**config.mk**
```make
export PLATFORM = sky130hd
export DESIGN_NAME = fpadd_accum_seq
export DESIGN_NICKNAME = d
export VERILOG_FILES = /design/src/rtl/fpadd_accum_seq.sv
export SDC_FILE = /design/constraint.sdc
export NUM_CORES = 1
export LEC_CHECK = 0
export CAP_MARGIN = 15
export CORE_ASPECT_RATIO = 0.8
export CORE_MARGIN = 2
export CORE_UTILIZATION = 46
export DETAILED_ROUTE_END_ITERATION = 8
export PLACE_DENSITY_LB_ADDON = 0.12
export SLEW_MARGIN = 20
export SYNTH_ARGS = -nofsm -noshare
export SYNTH_HDL_FRONTEND = slang
export SYNTH_SLANG_ARGS = --single-unit
```
**constraint.sdc**
```tcl
create_clock -name clk -period 2.2 [get_ports clk]
set_input_delay 0.44 -clock clk [delete_from_list [all_inputs] [get_ports clk]]
set_output_delay 0.44 -clock clk [all_outputs]
set_load 0.005 [all_outputs]
```
**src/rtl/fpadd_accum_seq.sv**
```systemverilog
// ============================================================================
// Module      : fpadd_accum_seq
// Description : Operand sequencer feeding an external fpadd unit; accumulates
//               a stream of single-precision words and emits the final sum.
// Revision    : 1.0 - initial release
// ============================================================================
`default_nettype none

module fpadd_accum_seq #(
  parameter int TIMEOUT = 64,
  parameter int CNT_W   = 16
) (
  input  logic             clk,
  input  logic             reset,
  input  logic             in_valid,
  input  logic [31:0]      in_data,
  input  logic             in_last,
  output logic             in_ready,
  output logic             add_start,
  output logic [31:0]      add_a,
  output logic [31:0]      add_b,
  input  logic [31:0]      add_sum,
  input  logic             add_done,
  output logic             out_valid,
  output logic [31:0]      out_data,
  output logic [CNT_W-1:0] out_count,
  output logic             out_err,
  input  logic             out_ready
);

  localparam logic [2:0] c_st_idle  = 3'd0;
  localparam logic [2:0] c_st_acc   = 3'd1;
  localparam logic [2:0] c_st_start = 3'd2;
  localparam logic [2:0] c_st_wait  = 3'd3;
  localparam logic [2:0] c_st_out   = 3'd4;

  localparam logic [7:0]       c_timer_last = 8'(TIMEOUT - 1);
  localparam logic [CNT_W-1:0] c_cnt_max    = '1;
  localparam logic [CNT_W-1:0] c_cnt_one    = {{(CNT_W-1){1'b0}}, 1'b1};

  logic [2:0]       r_state;
  logic [2:0]       w_next;
  logic [31:0]      r_acc;
  logic [31:0]      r_add_a;
  logic [31:0]      r_add_b;
  logic [CNT_W-1:0] r_cnt;
  logic [7:0]       r_timer;
  logic             r_err;
  logic             r_last;
  logic             w_done_ok;
  logic             w_timeout;

  // The adder clears done on the start edge, so a done seen at timer 0 is stale.
  assign w_done_ok = (r_timer != 8'd0) && add_done;
  assign w_timeout = (r_timer == c_timer_last) && !w_done_ok;

  always_ff @(posedge clk or negedge reset) begin
    if (!reset) begin
      r_state <= c_st_idle;
    end else begin
      r_state <= w_next;
    end
  end

  always_comb begin
    w_next = r_state;
    case (r_state)
      c_st_idle: begin
        if (in_valid) begin
          w_next = in_last ? c_st_out : c_st_acc;
        end
      end
      c_st_acc: begin
        if (in_valid) begin
          w_next = c_st_start;
        end
      end
      c_st_start: begin
        w_next = c_st_wait;
      end
      c_st_wait: begin
        if (w_done_ok) begin
          w_next = r_last ? c_st_out : c_st_acc;
        end else if (w_timeout) begin
          w_next = c_st_out;
        end
      end
      c_st_out: begin
        if (out_ready) begin
          w_next = c_st_idle;
        end
      end
      default: begin
        w_next = c_st_idle;
      end
    endcase
  end

  always_comb begin
    in_ready  = (r_state == c_st_idle) || (r_state == c_st_acc);
    add_start = (r_state == c_st_start);
    out_valid = (r_state == c_st_out);
  end

  always_ff @(posedge clk or negedge reset) begin
    if (!reset) begin
      r_acc   <= 32'd0;
      r_add_a <= 32'd0;
      r_add_b <= 32'd0;
      r_cnt   <= '0;
      r_timer <= 8'd0;
      r_err   <= 1'b0;
      r_last  <= 1'b0;
    end else begin
      case (r_state)
        c_st_idle: begin
          if (in_valid) begin
            r_acc <= in_data;
            r_cnt <= c_cnt_one;
          end
        end
        c_st_acc: begin
          if (in_valid) begin
            r_add_a <= r_acc;
            r_add_b <= in_data;
            r_last  <= in_last;
            if (r_cnt != c_cnt_max) begin
              r_cnt <= r_cnt + c_cnt_one;
            end
          end
        end
        c_st_start: begin
          r_timer <= 8'd0;
        end
        c_st_wait: begin
          r_timer <= r_timer + 8'd1;
          if (w_done_ok) begin
            r_acc <= add_sum;
          end else if (w_timeout) begin
            r_err <= 1'b1;
          end
        end
        c_st_out: begin
          if (out_ready) begin
            r_err <= 1'b0;
          end
        end
        default: begin
          r_timer <= 8'd0;
        end
      endcase
    end
  end

  assign add_a     = r_add_a;
  assign add_b     = r_add_b;
  assign out_data  = r_acc;
  assign out_count = r_cnt;
  assign out_err   = r_err;

endmodule

`default_nettype wire
```
==> results of run 1 <==
stage by stage:
stage,utilization (%),worst slack (ps),hold WS (ps),power [mW],instance area (sq um)
6_report,69.87,66.70,99.37,11.89,8529
5_1_grt,69.87,-14.91,172.0,12.61,8529
4_1_cts,69.59,12.89,152.2,11.91,8494
3_5_place_dp,64.27,-86.21,460.7,8.796,7845
3_3_place_gp,64.27,-66.46,455.3,8.641,7845
2_1_floorplan,-,297.7,144.4,6.043,5753
worst max path at each step:
stage | start | to
2_1_floorplan | in_valid | out_data[1]$_DFFE_PN0P_
3_3_place_gp | in_valid | out_data[24]$_DFFE_PN0P_
3_5_place_dp | in_valid | out_data[22]$_DFFE_PN0P_
4_1_cts | r_state[1]$_DFFE_PN0P_ | out_valid
5_1_grt | r_state[1]$_DFFE_PN0P_ | out_valid
6_report | r_state[1]$_DFFE_PN0P_ | out_valid
cell families (layout without fill, tap and decap cells):
family                     count (synthesis)  in the layout  synth area share [%]
and+or+nand+nor                          275            275                 20.99
DFF                                      125            125                 54.37
muxes                                     67             67                 13.16
AOI/OAI and AO/OA                         57             57                 7.134
buffers and inverters                     40            246                 3.697
adders and majority gates                  3              3                0.6525
synth_stat cells, drive strengths merged (3+ instances only):
cell type,instances
nor3,8
nand2,212
mux2,66
and4,4
o21ai,17
inv,6
nand3,4
a22o,4
a21oi,5
nand4,12
clkbuf,18
nor3b,5
dfrtp,125
and3,9
a31oi,5
nor2,10
a2bb2oi,4
buf,16
a21boi,3
ha,3
layout make-up:
class / count / area [sq um] / area share [%]
Clock buffer: 20 / 456.7 / 5.354
Multi-Input combinational cell: 402 / 2424 / 28.41
Sequential cell: 125 / 3132 / 36.72
Clock inverter: 11 / 190.2 / 2.230
Timing Repair Buffer: 209 / 2091 / 24.51
Tap cell: 171 / 214.0 / 2.508
Inverter: 6 / 22.52 / 0.2640
flip-flops by register name (all words and copies together) (netlist names):
register and flops:
add_b 32, out_count 16, r_state 3, add_a 32, r_timer 8, out_err 1, out_data 32, r_last 1
timing repair:
item,CTS,global route
setup endpoints to repair,3,6
resized for setup,3,3
buffers inserted,0,4
gates cloned,0,0
routing by layer:
metal	global-route usage, %	vias up	wire length (microns)
met5	0	-	0
met4	8.540	0	199
met3	7.510	20	1223
met2	38.81	173	7478
met1	31.33	2422	6886
li1	-	2321	-
power groups by stage:
stage / registers (mW) / logic [mW] / clock network [mW]
detailed placement: 3.98 / 4.82 / 0
floorplan: 3.90 / 2.14 / 0
CTS: 3.97 / 4.85 / 3.09
finish: 3.96 / 4.88 / 3.05
global placement: 3.93 / 4.71 / 0
global route: 4.09 / 5.31 / 3.21
==> impl_metrics.tcl, run 1 <==
set metrics [dict create \
    status "finished, final reports clean" \
    synth_ff_type "dfrtp_1" \
    vias_per_cell 5.229 \
    p_clk_share_pct 25.6 \
    cp.arrival_ps 1690 \
    core_sq_um 12210 \
    p_per_area_nw_per_um2 1394 \
    n_antenna_cell 0 \
    fillCellCount 926 \
    path_buf_inv 1 \
    path_class "reg2out" \
    cts.sinks 125 \
    final_cells 944 \
    r2r-end "out_count[2]$_DFFE_PN0P_" \
    hpwlAfterDp_mm 10.73 \
    power.leakage_nw 3.901 \
    final_nets 834 \
    seqPwrFrac_pct 33.3 \
    drive_gt1_share_pct 17.34 \
    cp.required_ps 1760 \
    setup_tns_ps 0 \
    grt_pass1_vias 4985 \
    synth_top_area_share_pct 54.37 \
    async_reset_ff_share_pct 100.0 \
    remaining_drc_errors 0 \
    grtUsageTotal_pct 24.30 \
    crit_family "buffers and inverters" \
    setup.worst_path.end_class "output port" \
    crit_path_top_delay_cell "clkdlybuf4s50_1" \
    vias 4936 \
    layout_min_cycle_time_ps 2133 \
    grt_max_degree 126 \
    ys_seq_elements 125 \
    grt_pass1_wl_mm 25.53 \
    dp_cells 909 \
    area_growth_syn_to_layout_pct 48.26 \
    fmax_mhz 468.8 \
    die_h_microns 104.0 \
    startpoint_type "flip-flop" \
    clk_latency_ps 400 \
    path_clk_slew_ps 60 \
    netlist_top_cells_area "dfrtp_1 (54%), nand2_1 (14%), mux2_2 (13%)" \
    num_io_pins 186 \
    grt.overflow.total 0 \
    crit_chain "nor2_1 -> and2_4 -> clkdlybuf4s50_1" \
    firstDrtPassIters 7 \
    p_int_mw 8.174 \
    r2r_slack_ps 110 \
    synth_top_area_cell "dfrtp_1" \
    yosysSeqAreaShare_pct 54.37 \
    synth.avg_cell_area_sq_um 10.15 \
    hold_path.class "in2async" \
    detail-route-antenna-nets 0 \
    h-tree-depth 4 \
    start_util_pct 47.13 \
    worstPathMaxFanout 9 \
    drt-initial-drc-count 295 \
    io_buffers 185 \
    numCtsBuffers 17 \
    critPathMaxStageDelay_ps 490 \
    setup_viol 0 \
    fin_skew_ps 6.521 \
    slew_violations 0 \
    syn_inst 567 \
    irDropWorstVdd_uv 739.4 \
    power.share.switching_pct 31.25 \
    r2r_cells 6 \
    cp.depth 3 \
    num_rows 36 \
    p_switching_mw 3.715 \
    antenna_found_initial 0 \
    worstMarginPinSlew_ps 673.6 \
    r2r_start "out_count[0]$_DFFE_PN0P_" \
    combPwrFrac_pct 41.1 \
    place.gp.congestion 0.8657 \
    fin_crit_sh_pct 96.97 \
    cap_violations 0 \
    root_buffer "clkbuf_16" \
    cts_hold_buf 0 \
    yosysUniqueCellTypes 51 \
    final_common_cell "nand2_1" \
    yosysWarnings 0 \
    design.die.area_sq_um 13420 \
    syn_nets 640 \
    mostFrequentLayoutCells "nand2_1 (212), clkdlybuf4s50_1 (183), dfrtp_1 (122)" \
    hold_viol 0 \
    cts_buffer_depth 2 \
    cts_tree "yes" \
    synth_edf_count 0 \
    wl_mm 15.79 \
    wl_per_cell_microns 16.72 \
    die_w_microns 129.0 \
    syn_area_sq_um 5753 \
    slew-limit-headroom_pct 55.09 \
]
Note: power is estimated with default switching activity, not from simulation.
==> inputs of run 2 (changes only) <==
--- a/config.mk
+++ b/config.mk
@@ -6,8 +6,6 @@
 export NUM_CORES = 1
 export LEC_CHECK = 0
 export CAP_MARGIN = 15
-export CORE_ASPECT_RATIO = 0.8
-export CORE_MARGIN = 2
 export CORE_UTILIZATION = 46
 export DETAILED_ROUTE_END_ITERATION = 8
 export PLACE_DENSITY_LB_ADDON = 0.12
==> impl_metrics.tcl, run 2 (synthesis results as in run 1) <==
set metrics [dict create \
    num_rows 40 \
    worstPathMaxFanout 9 \
    fin_skew_ps 8.295 \
    die_w_microns 113.8 \
    final_nets 834 \
    h-tree-depth 4 \
    grt_max_degree 46 \
    status "finished, final reports clean" \
    cts_tree "yes" \
    area_growth_syn_to_layout_pct 47.11 \
    layout_min_cycle_time_ps 2132 \
    cts.sinks 125 \
    grt.overflow.total 0 \
    path_class "reg2out" \
    die_h_microns 113.8 \
    slew_violations 0 \
    setup_tns_ps 0 \
    drive_gt1_share_pct 16.71 \
    num_io_pins 186 \
    hpwlAfterDp_mm 10.88 \
    wl_per_cell_microns 16.72 \
    detail-route-antenna-nets 0 \
    slew-limit-headroom_pct 61.00 \
    core_sq_um 12110 \
    placed_area_sq_um 7864 \
    antenna_found_initial 0 \
    grt_pass1_vias 5179 \
    cp.arrival_ps 1690 \
    power.leakage_nw 3.888 \
    cap_violations 0 \
    fillCellCount 945 \
    setup_viol 0 \
    setup.worst_path.end_class "output port" \
    root_buffer "clkbuf_16" \
    drt-initial-drc-count 260 \
    vias_per_cell 5.239 \
    fmax_mhz 469.1 \
    grt_pass1_wl_mm 25.56 \
    final_common_cell "nand2_1" \
    grtUsageTotal_pct 25.71 \
    irDropWorstVdd_uv 792.2 \
    mostFrequentLayoutCells "nand2_1 (212), clkdlybuf4s50_1 (183), dfrtp_1 (125)" \
    place.gp.congestion 0.8633 \
    io_buffers 185 \
    cp.required_ps 1760 \
    n_antenna_cell 0 \
    total_power_mw 11.54 \
    remaining_drc_errors 0 \
    startpoint "r_state[1]$_DFFE_PN0P_" \
    p_per_area_nw_per_um2 1364 \
    startpoint_type "flip-flop" \
    design.die.area_sq_um 12960 \
    vias 4925 \
    hold_viol 0 \
    rsz0062_at_grt "no" \
    final_util_pct 69.88 \
    r2r_start "out_count[1]$_DFFE_PN0P_" \
    multiInputGateArea_sq_um 2429 \
    firstDrtPassIters 5 \
    cts_buffer_depth 2 \
    stdcell_area_sq_um 8463 \
    fin_crit_sh_pct 96.89 \
    clk_latency_ps 410 \
    regArea_sq_um 3128 \
    cts_hold_buf 0 \
    numCtsBuffers 17 \
    start_util_pct 47.50 \
    hold_path.class "in2async" \
    path_clk_slew_ps 50 \
    worstMarginPinSlew_ps 584.9 \
    wl_mm 15.72 \
]
[run 2: cell types whose count changed in the layout (fill, tap and decap cells not counted), sizes merged]
cell,delta
clkbuf,+3
dlymetal6s2s,+1
dlygate4sd2,-1
bufinv,-3
clkinv,-1
[run 2: per-layer routing]
layer,track usage (%),up-vias,routed length [microns]
met5,0,-,0
li1,-,2310,-
met3,8.183,29,1221
met2,41.91,200,7781
met1,30.80,2386,6282
met4,12.90,0,431
[run 2: area by class of cell]
type,instances,share of cell area (%)
well taps,168,2.484
clock buffers,23,5.766
clock inverters,7,1.035
repair buffers,209,24.79
multi-input cells,402,28.70
inverters,6,0.2661
flip-flops and latches,125,36.96
[run 2: path summary, 6_finish.rpt]
kind / endpoint / slack [ps] / cells past startpoint
setup / recovery: out_valid / 70 / 4
hold / removal: out_count[12]$_DFFE_PN0P_ / 30 / 1
setup reg to reg: out_count[7]$_DFFE_PN0P_ / 220 / 5
hold reg to reg: add_a[2]$_DFFE_PN0P_ / 470 / 2
max in group asynchronous: add_a[8]$_DFFE_PN0P_ / 1510 / 2
min in group clk: add_a[2]$_DFFE_PN0P_ / 470 / 2
[run 2: metrics by stage]
stage               hold slack, ps  std cells  setup slack [ps]
finish                       29.93        940             68.40
global route                 80.08        940             18.93
CTS                          37.97        940             1.457
detailed placement           464.0        909            -76.46
global placement             456.7        909            -64.63
floorplan                    144.4        567             297.7
[run 2: critical path, cell delays in order (launching register included)]
cell             delay (ps)
dfrtp_1                 390
buf_6                   150
nor2_4                  100
and2_4                  160
clkdlybuf4s50_1         490
[run 2: timing repair]
item / CTS / global route
gates resized for setup: 2 / 3
buffers inserted: 1 / 0
endpoints found under the hold margin: 0 / 0
setup endpoints to repair: 2 / 2
[run 2: where the power goes]
group | switching, mW | internal, mW | total [mW] | leakage [nW]
Clock | 0.936 | 1.76 | 2.70 | 0.285
Sequential | 0.690 | 3.25 | 3.94 | 1.58
Combinational | 2.04 | 2.86 | 4.90 | 2.03
Total | 3.66 | 7.88 | 11.5 | 3.89
==> inputs of run 3 (changes only) <==
--- a/config.mk
+++ b/config.mk
@@ -5,6 +5,7 @@
 export SDC_FILE = /design/constraint.sdc
 export NUM_CORES = 1
 export LEC_CHECK = 0
+export ABC_AREA = 1
 export CAP_MARGIN = 15
 export CORE_UTILIZATION = 46
 export DETAILED_ROUTE_END_ITERATION = 8
==> impl_metrics.tcl, run 3 <==
set metrics [dict create \
    vias_per_cell 4.976 \
    worstPathMaxFanout 5 \
    hold_viol 0 \
    crit_path_top_delay_cell "clkdlybuf4s50_1" \
    synth.avg_cell_area_sq_um 8.542 \
    syn_nets 737 \
    cts_tree "yes" \
    syn_inst 664 \
    met3_usage_pct 9.534 \
    stdcell_area_sq_um 8274 \
    grt.overflow.total 0 \
    cts.sinks 125 \
    synth_ff_type "dfrtp_1" \
    num_io_pins 186 \
    status "finished, final reports clean" \
    cp.arrival_ps 1680 \
    fin_crit_sh_pct 96.19 \
    fmax_mhz 472.6 \
    io_buffers 185 \
    busiest_layer "met2" \
    netlist_top_cells_area "dfrtp_1 (55%), nand2_1 (17%), o21ai_0 (7.6%)" \
    path_class "reg2out" \
    grtUsageTotal_pct 24.20 \
    yosysWarnings 0 \
    whs_ps 59.20 \
    cap_violations 0 \
    h-tree-depth 4 \
    r2r_slack_ps 330 \
    vias 5006 \
    async_reset_ff_share_pct 100.0 \
    final_nets 925 \
    power.leakage_nw 3.800 \
    die_h_microns 113.0 \
    layout_min_cycle_time_ps 2116 \
    path_buf_inv 1 \
    startpoint_type "flip-flop" \
    worstMarginPinSlew_ps 725.9 \
    die_w_microns 113.0 \
    crit_family "buffers and inverters" \
    dp_cells 980 \
    remaining_drc_errors 0 \
    detail-route-antenna-nets 0 \
    crit_chain "nor3_4 -> clkdlybuf4s50_1" \
    yosysSeqAreaShare_pct 55.15 \
    start_util_pct 47.22 \
    yosysMostFrequentCell "nand2_1" \
    grt_use_met1_pct 27.92 \
    n_antenna_cell 0 \
    synth_top_area_share_pct 55.15 \
    path_clk_slew_ps 50 \
    grt_max_degree 126 \
    synth_edf_count 0 \
    placed_area_sq_um 7716 \
    root_buffer "clkbuf_16" \
    place.gp.congestion 0.8271 \
    irDropWorstVdd_uv 724.4 \
    core_sq_um 12010 \
    ys_seq_elements 125 \
    p_per_area_nw_per_um2 1244 \
    synth_top_area_cell "dfrtp_1" \
    slew_violations 0 \
    fin_skew_ps 6.124 \
    cts_hold_buf 0 \
    wl_per_cell_microns 14.33 \
    cts_buffer_depth 2 \
    grt_pass1_wl_mm 24.04 \
    cp.required_ps 1760 \
    rsz0062_at_grt "no" \
    drive_gt1_share_pct 8.964 \
    setup_viol 0 \
    hpwlAfterDp_mm 9.762 \
    yosys-top-cells-count "nand2_1 (251), dfrtp_1 (125), o21ai_0 (86)" \
    antenna_found_initial 0 \
    critPathMaxStageDelay_ps 540 \
    num_rows 40 \
    drt-initial-drc-count 320 \
    mostFrequentLayoutCells "nand2_1 (250), clkdlybuf4s50_1 (183), dfrtp_1 (123)" \
    area_growth_syn_to_layout_pct 45.89 \
    firstDrtPassIters 4 \
    grt_pass1_vias 5121 \
    setup.worst_path.end_class "output port" \
    final_common_cell "nand2_1" \
    wl_mm 14.41 \
    numCtsBuffers 17 \
    yosysUniqueCellTypes 28 \
    slew-limit-headroom_pct 51.61 \
    final_cells 1006 \
    design.die.area_sq_um 12780 \
    syn_area_sq_um 5672 \
    grt_use_met2_pct 41.10 \
    clk_latency_ps 410 \
    hold_path.class "in2async" \
]
-- run 3: worst paths after layout --
kind | start | endpoint | depth (start not counted)
max | r_state[2]$_DFFE_PN0P_ | add_start | 2
min | reset | out_count[14]$_DFFE_PN0P_ | 2
max reg2reg | out_count[0]$_DFFE_PN0P_ | out_count[15]$_DFFE_PN0P_ | 8
min reg2reg | add_a[20]$_DFFE_PN0P_ | add_a[20]$_DFFE_PN0P_ | 2
max in group asynchronous | reset | add_b[31]$_DFFE_PN0P_ | 2
min in group clk | add_a[20]$_DFFE_PN0P_ | add_a[20]$_DFFE_PN0P_ | 2
-- run 3: kinds of logic (layout without fill, tap and decap cells) --
kind of cell	count (synthesis)	count (layout)	synth area share [%]
muxes	30	30	5.956
buffers and inverters	87	282	6.066
AOI/OAI and AO/OA	99	99	9.265
and+or+nand+nor	313	313	21.82
xor gates and xnor gates	7	7	1.081
DFF	125	125	55.15
adders and majority gates	3	3	0.6619
-- run 3: power by group --
group	internal [mW]	switching, mW	leakage [nW]
Combinational	2.28	1.69	1.96
Clock	1.66	0.911	0.266
Sequential	3.21	0.540	1.58
Total	7.15	3.14	3.80
-- run 3: what timing repair did --
item / CTS / global route
endpoints found under the hold margin: 0 / 0
pin swaps: 0 / 1
endpoints found under the setup margin: 2 / 16
gates resized for setup: 2 / 6
setup buffers: 0 / 0
-- run 3: per-layer routing --
metal  share of wire (%)  vias to the layer above
li1                    -                     2471
met1                  41                     2357
met2                  49                      162
met3                 8.5                       16
met4                 1.6                        0
met5                   0                        -
-- run 3: through the flow --
| stage | setup TNS (ps) | setup slack, ps | total power [mW] | utilization [%] |
|---|---|---|---|---|
| after CTS | -2.768 | -2.768 | 10.38 | 68.77 |
| after detailed placement | 0 | 123.8 | 7.728 | 64.24 |
| after floorplan | 0 | 619.8 | 5.264 | - |
| after global routing | 0 | 31.38 | 10.97 | 68.89 |
| after global placement | 0 | 240.5 | 7.611 | 64.24 |
| final | 0 | 83.93 | 10.29 | 68.89 |
-- run 3: final cells by class --
cell class | count | area, sq um
Fill cell | 962 | 3737
Sequential cell | 125 | 3131
Multi-Input combinational cell | 452 | 2221
Timing Repair Buffer | 194 | 1969
Clock buffer | 24 | 501.7
Inverter | 62 | 232.7
Tap cell | 147 | 183.9
Clock inverter | 2 | 35.03
